File: src/rtl/instr_fetch.sv
// Instruction fetch front end: one outstanding bus read at a time, a one-word
// output buffer toward decode, and PC redirects that squash wrong-path fetches.
module instr_fetch #(
    parameter logic [63:0] RESET_PC = 64'h0000_0000_8000_0000
) (
    input  logic        clk,
    input  logic        reset,
    output logic        ireq_valid,
    output logic [63:0] ireq_addr,
    input  logic        ireq_ready,
    input  logic        iresp_valid,
    input  logic [31:0] iresp_data,
    input  logic        redirect_valid,
    input  logic [63:0] redirect_pc,
    output logic        out_valid,
    output logic [31:0] out_instr,
    output logic [63:0] out_pc,
    output logic        out_fault,
    input  logic        out_ready
);

    typedef enum logic [1:0] {
        ST_BOOT = 2'd0,
        ST_REQ  = 2'd1,
        ST_WAIT = 2'd2,
        ST_HOLD = 2'd3
    } state_e;

    state_e      state_q;
    logic [63:0] pc_q;
    logic [31:0] buf_q;
    logic        fault_q;
    logic        kill_q;
    logic        redir_misaligned_s;

    function automatic logic misaligned(input logic [63:0] addr);
        return addr[1:0] != 2'b00;
    endfunction

    assign redir_misaligned_s = misaligned(redirect_pc);

    // A misaligned redirect parks fault_q=1 with buf_q=0; if a response is
    // still owed, WAIT drains it first and then presents the fault from HOLD.
    // Fetch state machine: PC, buffer, pending-fault and squash tracking.
    always_ff @(posedge clk or negedge reset) begin
        if (!reset) begin
            state_q <= ST_BOOT;
            pc_q    <= RESET_PC;
            buf_q   <= 32'd0;
            fault_q <= 1'b0;
            kill_q  <= 1'b0;
        end else begin
            case (state_q)
                ST_BOOT: begin
                    state_q <= ST_REQ;
                end
                ST_REQ: begin
                    if (redirect_valid) begin
                        pc_q    <= redirect_pc;
                        fault_q <= redir_misaligned_s;
                        if (redir_misaligned_s) begin
                            buf_q <= 32'd0;
                        end
                        if (ireq_ready) begin
                            kill_q  <= 1'b1;
                            state_q <= ST_WAIT;
                        end else if (redir_misaligned_s) begin
                            state_q <= ST_HOLD;
                        end else begin
                            state_q <= ST_REQ;
                        end
                    end else if (ireq_ready) begin
                        state_q <= ST_WAIT;
                    end
                end
                ST_WAIT: begin
                    if (redirect_valid) begin
                        pc_q    <= redirect_pc;
                        fault_q <= redir_misaligned_s;
                        if (redir_misaligned_s) begin
                            buf_q <= 32'd0;
                        end
                        if (iresp_valid) begin
                            kill_q  <= 1'b0;
                            state_q <= redir_misaligned_s ? ST_HOLD : ST_REQ;
                        end else begin
                            kill_q  <= 1'b1;
                        end
                    end else if (iresp_valid) begin
                        if (kill_q) begin
                            kill_q  <= 1'b0;
                            state_q <= fault_q ? ST_HOLD : ST_REQ;
                        end else begin
                            buf_q   <= iresp_data;
                            state_q <= ST_HOLD;
                        end
                    end
                end
                ST_HOLD: begin
                    if (redirect_valid) begin
                        pc_q    <= redirect_pc;
                        fault_q <= redir_misaligned_s;
                        if (redir_misaligned_s) begin
                            buf_q <= 32'd0;
                        end
                        state_q <= redir_misaligned_s ? ST_HOLD : ST_REQ;
                    end else if (out_ready) begin
                        pc_q    <= pc_q + 64'd4;
                        fault_q <= 1'b0;
                        state_q <= ST_REQ;
                    end
                end
                default: begin
                    state_q <= ST_BOOT;
                end
            endcase
        end
    end

    assign ireq_valid = (state_q == ST_REQ);
    assign ireq_addr  = pc_q;
    assign out_valid  = (state_q == ST_HOLD);
    assign out_instr  = buf_q;
    assign out_pc     = pc_q;
    assign out_fault  = fault_q;

endmodule
File: config.mk
export PLATFORM = sky130hd
export DESIGN_NAME = instr_fetch
export DESIGN_NICKNAME = d
export VERILOG_FILES = /design/src/rtl/instr_fetch.sv
export SDC_FILE = /design/constraint.sdc
export NUM_CORES = 1
export LEC_CHECK = 0
export BUFFER_PORTS_ARGS = -buffer_cell sky130_fd_sc_hd__clkbuf_2
export CAP_MARGIN = 20
export CORE_ASPECT_RATIO = 2
export CORE_MARGIN = 2
export CORE_UTILIZATION = 48
export DETAILED_ROUTE_END_ITERATION = 6
export PLACE_DENSITY = 0.9
export SYNTH_ARGS = -nofsm -noshare
export SYNTH_HDL_FRONTEND = slang
export SYNTH_SLANG_ARGS = --single-unit
File: constraint.sdc
create_clock -name clk -period 2.8 [get_ports clk]
set_input_delay 0.28 -clock clk [delete_from_list [all_inputs] [get_ports clk]]
set_output_delay 0.28 -clock clk [all_outputs]
set_load 0.005 [all_outputs]
# Yosys cells after proc, flatten, opt, wreduce, memory -nomap -nowiden

Cells that the tools add are included.

Flip-flop bits (word level): 100
Input bits: 102
Output and inout bits: 163
Logic and storage cells: 61

$add $sub $neg: 1
Equal/unequal tests: 12
Mux-type cells: 32
Reductions and logical operators: 11

Operators by type and width:

| kind                                                             | count |
|---|---|
| 64-bit two-way mux                                               | 3 |
| 32-bit two-way mux                                               | 5 |
| 64-bit one-hot mux with 2 select lines                           | 1 |
| 64-bit by 3-bit adder with 64-bit output (second input constant) | 1 |
| 32-bit one-hot mux with 2 select lines                           | 1 |
| 2-bit two-way mux                                                | 11 |
| 1-bit two-way mux                                                | 8 |
| 2-bit by 1-bit != test with 1-bit output (second input constant) | 4 |
| 2-bit one-hot mux with 4 select lines                            | 1 |
| 4-bit AND reduction                                              | 2 |
| 2-bit nonzero test                                               | 4 |
| 3-bit != test (second input constant)                            | 2 |
| 3-bit AND reduction                                              | 2 |
| 2-bit == test (second input constant)                            | 2 |
| 1-bit one-hot mux with 2 select lines                            | 2 |
| 2-bit OR reduction                                               | 2 |
| 3-bit by 1-bit != test with 1-bit output (second input constant) | 1 |
| 3-bit by 2-bit != test with 1-bit output (second input constant) | 1 |
| 2-bit by 1-bit == test with 1-bit output (second input constant) | 1 |
| 2-bit zero test                                                  | 1 |
| 2-bit != test (second input constant)                            | 1 |

# Longest topological paths before layout

Gate-level depths: netlist (run 1).

Depth in word-level cells: 5
Mapped depth: 10
Depth with buffers taken out: 8

# Least setup slack after synthesis (run 1)

OpenSTA, ideal clock, no wires.

Kind: flip-flop to flip-flop
Start point: register pc_q[2], in the netlist ireq_addr[2]
End point: register pc_q[62], in the netlist ireq_addr[62]
Library setup time: 104 ps
Arrival time: 2226 ps
Data required time: 2696 ps
Path slack: 470 ps
Cell stages (with the launch flop): 7
Path buffers: 0
Period minus slack after synthesis: 2330 ps
Cell sequence: dfrtp_1 ha_1 nand3_1 or2_0 or4b_1 or4_1 o311ai_1

Cells in the longest elaborated chain, start to end: 4

RTL lines:

| what                                     | line | RTL |
|---|---|---|
| from (decl)                              | 30   | `logic [63:0] pc_q;` |
| from (signal assigned)                   | 59   | `pc_q <= redirect_pc;` |
| from (signal assigned)                   | 78   | `pc_q <= redirect_pc;` |
| from (signal assigned)                   | 101  | `pc_q <= redirect_pc;` |
| 64-bit by 3-bit adder with 64-bit output | 108  | `pc_q <= pc_q + 64'd4;` |
| 64-bit two-way mux                       | 107  | `end else if (out_ready) begin` |
| 64-bit two-way mux                       | 100  | `if (redirect_valid) begin` |
| 64-bit one-hot mux with 2 select lines   | 53   | `case (state_q)` |

No other way between the ends. The select of a mux whose other input is x is not followed.
A chain may end at the register's enable or synchronous reset.

# Worst setup path in the final report (run 1)

Ends and elaborated chain as after synthesis.

==> results of run 1 <==
-- cells in the final DEF (no fill, tap or decap), drive strengths merged, types with 4 or more instances in the layout --
cell | Yosys | layout
clkbuf | 34 | 272
or4 | 5 | 5
and4 | 5 | 5
or3 | 8 | 8
nand2b | 4 | 4
dfrtp | 99 | 99
nor4 | 10 | 10
nor3 | 24 | 24
nor2 | 70 | 70
o22a | 9 | 9
o22ai | 17 | 17
o211ai | 4 | 4
nand4 | 11 | 11
a2bb2oi | 6 | 6
a22oi | 4 | 4
a211oi | 6 | 6
ha | 6 | 6
buf | 69 | 23
inv | 6 | 10
a22o | 32 | 32
o21ai | 28 | 28
a31oi | 10 | 10
and3 | 20 | 20
nand3 | 35 | 35
a311oi | 11 | 11
a21oi | 64 | 64
nand2 | 54 | 54
-- flip-flops by register name, summed over array words and instances (netlist names) --
name and cells:
ireq_addr 64, state_q 2, out_instr 32, kill_q 1, out_fault 1
-- worst max-delay path by stage --
stage,slack (ps),cells past startpoint,end
3_3_place_gp,340,6,ireq_addr[62]
3_5_place_dp,250,7,ireq_addr[62]
5_1_grt,70,6,ireq_addr[43]
2_1_floorplan,470,6,ireq_addr[62]
4_1_cts,220,6,ireq_addr[62]
6_report,190,7,ireq_addr[62]
-- per-stage QoR --
| stage | hold WS, ps | power [mW] | area [um^2] | cells |
|---|---|---|---|---|
| finish | 35.0 | 8.77 | 7380 | 1033 |
| global route | 103 | 9.41 | 7380 | 1033 |
| CTS | 63.4 | 8.73 | 7360 | 1032 |
| detailed placement | 442 | 7.47 | 7070 | 1016 |
| global placement | 433 | 7.31 | 7070 | 1016 |
| floorplan | -15.6 | 5.90 | 5980 | 687 |
-- cell families (layout without fill, tap and decap cells) --
family                   count (synthesis)  count (layout)  share of synthesized area
buffers and inverters                  109             308                      0.109
AND/OR/NAND/NOR                        258             258                      0.217
flip-flops                             100             100                      0.419
adder cells (fa/ha/maj)                  6               6                     0.0126
AO/OA/AOI/OAI                          210             210                      0.235
multiplexers                             4               4                    0.00712
-- synth_stat cells (2+ instances only) --
library cell | number | area, um^2
clkbuf_1 | 34 | 128
nor2b_1 | 2 | 12.5
and3_1 | 20 | 125
nand3_1 | 35 | 175
a21oi_1 | 64 | 320
inv_1 | 6 | 22.5
o22a_1 | 9 | 78.8
o21ai_0 | 28 | 140
o22ai_1 | 17 | 106
nor4_1 | 9 | 56.3
nor3b_1 | 2 | 15.0
o211ai_1 | 4 | 30.0
nor2_1 | 70 | 263
or3_1 | 8 | 50.1
o2bb2ai_1 | 3 | 26.3
nor3_1 | 23 | 115
nand2_1 | 54 | 203
buf_4 | 64 | 480
a22o_1 | 32 | 280
a211oi_1 | 6 | 45.0
buf_2 | 2 | 10.0
mux2i_1 | 2 | 20.0
a2bb2oi_1 | 6 | 52.6
ha_1 | 6 | 75.1
nand2b_1 | 4 | 25.0
a22oi_1 | 4 | 30.0
dfrtp_1 | 99 | 2480
and4_1 | 5 | 43.8
nand4_1 | 10 | 62.6
buf_1 | 3 | 11.3
o31ai_1 | 2 | 15.0
o31a_1 | 2 | 17.5
and2_1 | 2 | 12.5
a31o_2 | 2 | 17.5
or4_1 | 4 | 30.0
nand4b_1 | 2 | 17.5
a221o_1 | 2 | 20.0
a311oi_1 | 11 | 96.3
mux2_2 | 2 | 22.5
a31oi_1 | 10 | 62.6
-- where the power goes --
part	switching (mW)	internal (mW)	leakage, nW
combinational	2.40	2.03	2.16
sequential	0.964	2.14	1.20
clock	0.613	0.627	0.138
-- final cells by class --
class                   count  area share
multi-input cells         478       0.386
flip-flops and latches    100       0.339
repair buffers            286       0.208
clock buffers               9      0.0305
well taps                 147      0.0249
clock inverters             7     0.00898
inverters                   6     0.00305
-- routing by layer --
layer  part of all wire  GRT usage  vias to the layer above
met2               0.55      0.543                      377
met5                  0          0                        -
met3              0.074     0.0432                       72
met1               0.34      0.321                     3040
met4              0.042      0.148                        0
li1                   -          -                     2887
==> impl_metrics.ini, run 1 <==
[outcome]
outcome = complete, no violations

[synth]
synthFlopType = dfrtp_1
synth.avg_cell_area_um2 = 8.70
ys_seq_elements = 100
synthCells = 687
async_flop_share = 1.00
postSynthNetCount = 795
seq_area_frac_synth = 0.419
synth-edff-count = 0
synth_warnings = 0
synth_cell_types = 57
synthesis.area_mm2 = 0.00598

[worst_hold_path]
hp-class = in2async

[setup_path]
worstSetupStartpointType = register
worst_path_max_delay_cell = or4_1
worstPathRequired_ps = 3020
reg2reg_to = ireq_addr[62]
critPathKind = reg2reg
path_buf_inv = 0
r2r_cells = 7
critPathLaunch = ireq_addr[2]
crit_family = simple AND/OR/NAND/NOR gates
cp_common_cell = nand3_1
cp_slowest_stage_delay_ps = 530
rrSetupSlack_ps = 190
end_kind = register
r2r_start = ireq_addr[2]
path_cells = ha_1 > nand3_1 > or2_0 > or4b_1 > or4_1 > nand3_1 > o311ai_1
worstPathMaxFanout = 6
arrival_ps = 2830

[finish]
multi_input_area_mm2 = 0.00285
regArea_mm2 = 0.00250
post-route-util = 0.609
area_delta_synth_final_pct = 23.6
drive_gt1_frac = 0.359
final_nets = 989
fillers = 1101
diodes = 0

[global_route]
grt_pass1_vias = 6262
grt-ovfl-total = 0
grt_usage = 0.293
grt_max_degree = 68
grt_pass1_wl_mm = 31.7
antenna_found_initial = 0

[clocking]
cts_buffer_depth = 2
cts_max_level = 3
clk_latency_ps = 350
cts_setup_buffers = 0
cts_buffers = 9
clkTransAtPathRegs_ps = 80
ctsHoldBuffers = 0
cts_tree = built
cts_sinks = 100
cts_root_buf = clkbuf_16
cts_resized = 0

[route]
vias_per_cell = 6.17
wl_per_cell_um = 19.5
routed_wl_mm = 20.1
dr.pass1.iters = 5
first_iter_violations = 459
vias = 6376
drc = 0
ant_nets = 0

[timing]
slew_violations = 0
fin_skew_ps = 9.66
fin_ws_ps = 189
max_freq_ghz = 0.383
setup_viol = 0
fin_crit_sh = 0.933
final.setup.tns_ps = 0
rsz0062_at_grt = no
tightest_slew_ps = 873
relSlewSlack = 0.418
min_period_ps = 2610
hold_viol_final = 0

[floorplan]
fp.dieArea_mm2 = 0.0134
initial_core_util = 0.493
rows = 57
core_mm2 = 0.0121
io_pins = 265
die_y_um = 162
dieWidth_um = 82.9

[placed_design]
numPortBuffers = 264
gp_congestion = 0.903
dpl_worst_slack_ps = 251
dp_hpwl_mm = 15.1

[pwr]
p_leak_nw = 3.50
power_density_mw_per_mm2 = 1190
peakVddDrop_v = 0.000719

[job]
max_cap_viol_count = 0
No activity file was read; power rests on OpenSTA's default activity.
==> inputs of run 2 (changes only) <==
--- a/config.mk
+++ b/config.mk
@@ -11,7 +11,9 @@
 export CORE_MARGIN = 2
 export CORE_UTILIZATION = 48
 export DETAILED_ROUTE_END_ITERATION = 6
+export MAX_ROUTING_LAYER = met4
 export PLACE_DENSITY = 0.9
+export SLEW_MARGIN = 15
 export SYNTH_ARGS = -nofsm -noshare
 export SYNTH_HDL_FRONTEND = slang
 export SYNTH_SLANG_ARGS = --single-unit
==> run 2 against run 1 <==
Effect of this change:
- the flow now finishes with violations (DRC)
- via count rose by 0.11%
- global-route usage rose by 0.80 points
- routed wire length barely moved
- critical path depth did not move
- highest routed layer unchanged
==> impl_metrics.ini, run 2 (synthesis results as in run 1) <==
[outcome]
outcome = complete, but fails checks
violations = DRC

[global_route]
grt_pass1_wl_mm = 31.6
antenna_found_initial = 0
grt_usage = 0.301
grt_max_degree = 68
grt_pass1_vias = 6260
grt-ovfl-total = 0

[route]
vias = 6383
dr.pass1.iters = 7
drc = 5
first_iter_violations = 572
wl_per_cell_um = 19.5
routed_wl_mm = 20.2
vias_per_cell = 6.18
ant_nets = 0

[floorplan]
rows = 57
die_y_um = 162
fp.dieArea_mm2 = 0.0134
core_mm2 = 0.0121
io_pins = 265
dieWidth_um = 82.9
initial_core_util = 0.493

[pwr]
peakVddDrop_v = 0.000722
p_leak_nw = 3.49
power_mw = 8.76
power_density_mw_per_mm2 = 1190

[setup_path]
worstPathRequired_ps = 3020
path_cells = ha_1 > nand3_1 > or2_0 > or4b_1 > or4_1 > nand3_1 > o311ai_1
path_buf_inv = 0
crit_family = simple AND/OR/NAND/NOR gates
worstSetupStartpointType = register
end_kind = register
arrival_ps = 2830
critPathKind = reg2reg
cp_common_cell = nand3_1
cp_slowest_stage_delay_ps = 520
worstPathMaxFanout = 6
worst_path_max_delay_cell = or4b_1

[finish]
drive_gt1_frac = 0.359
fillers = 1101
final_common_cell = clkbuf_2
largest_register_ffs = 64
area_delta_synth_final_pct = 23.3
mostFrequentLayoutCells = 263 x clkbuf_2, 99 x dfrtp_1, 69 x nor2_1, 64 x a21oi_1, 54 x nand2_1
fin_area_mm2 = 0.00737
final_nets = 989
diodes = 0

[placed_design]
dpl_cell_area_mm2 = 0.00707
numPortBuffers = 264
gp_congestion = 0.918
dp_hpwl_mm = 15.1

[clocking]
cts_sinks = 100
ctsHoldBuffers = 0
clkTransAtPathRegs_ps = 80
cts_resized = 0
clk_latency_ps = 350
cts_max_level = 3
cts_root_buf = clkbuf_16
cts_buffer_depth = 2
cts_buffers = 9
cts_tree = built
cts_setup_buffers = 0

[timing]
tightest_slew_ps = 875
hold_viol_final = 0
fin_crit_sh = 0.931
relSlewSlack = 0.417
setup_viol = 0
fin_skew_ps = 10.1
final.setup.tns_ps = 0
rsz0062_at_grt = no
holdWs_ps = 21.0
max_freq_ghz = 0.384
min_period_ps = 2610
slew_violations = 0

[worst_hold_path]
hp-class = in2async

[job]
max_cap_viol_count = 0
==> run 2: cell counts in the layout (fill, tap and decap cells not counted) <==
No cell type changed its count.
==> run 2: routing by layer <==
| layer | vias to the layer above | share of wire | global-route usage |
|---|---|---|---|
| li1 | 2889 | - | - |
| met1 | 3050 | 0.34 | 0.322 |
| met2 | 371 | 0.55 | 0.544 |
| met3 | 73 | 0.066 | 0.0391 |
| met4 | 0 | 0.044 | 0.147 |
| met5 | - | 0 | - |
==> run 2: final cells by class <==
class                      count  area (um^2)  area share
sequential                   100         2500       0.340
inverter                       6         22.5     0.00305
clock inverter                 7         66.3     0.00900
timing repair buffer         286         1520       0.206
clock buffer                   9          225      0.0305
multi-input combinational    478         2850       0.386
tap                          147          184      0.0249
==> run 2: worst paths after layout <==
kind | from | to | slack [ps] | depth (start not counted)
setup / recovery | ireq_addr[2] | ireq_addr[62] | 190 | 7
max in group asynchronous | reset | ireq_addr[56] | 1970 | 2
hold reg to reg | out_instr[21] | out_instr[21] | 510 | 1
setup reg to reg | ireq_addr[2] | ireq_addr[62] | 190 | 7
hold / removal | reset | ireq_addr[4] | 20 | 1
min in group clk | redirect_pc[32] | ireq_addr[32] | 130 | 3
==> run 2: metrics by stage <==
stage	utilization	worst slack (ps)	instances
6_report	0.608	194	1033
5_1_grt	0.608	69.0	1033
4_1_cts	0.607	224	1032
3_5_place_dp	0.583	251	1016
3_3_place_gp	0.583	340	1016
2_1_floorplan	-	470	687
==> run 2: report_power, final <==
group	leakage, nW	internal [mW]	switching, mW	total, mW
Combinational	2.15	2.01	2.40	4.41
Sequential	1.20	2.14	0.962	3.10
Clock	0.138	0.627	0.614	1.24
==> run 2: worst reg2reg max path, delay by kind of cell (launching register included) <==
kind	cells	cell delay [ps]
AO/OA/AOI/OAI	1	90
AND/OR/NAND/NOR	5	1680
adder cells (fa/ha/maj)	1	230
flip-flops	1	450
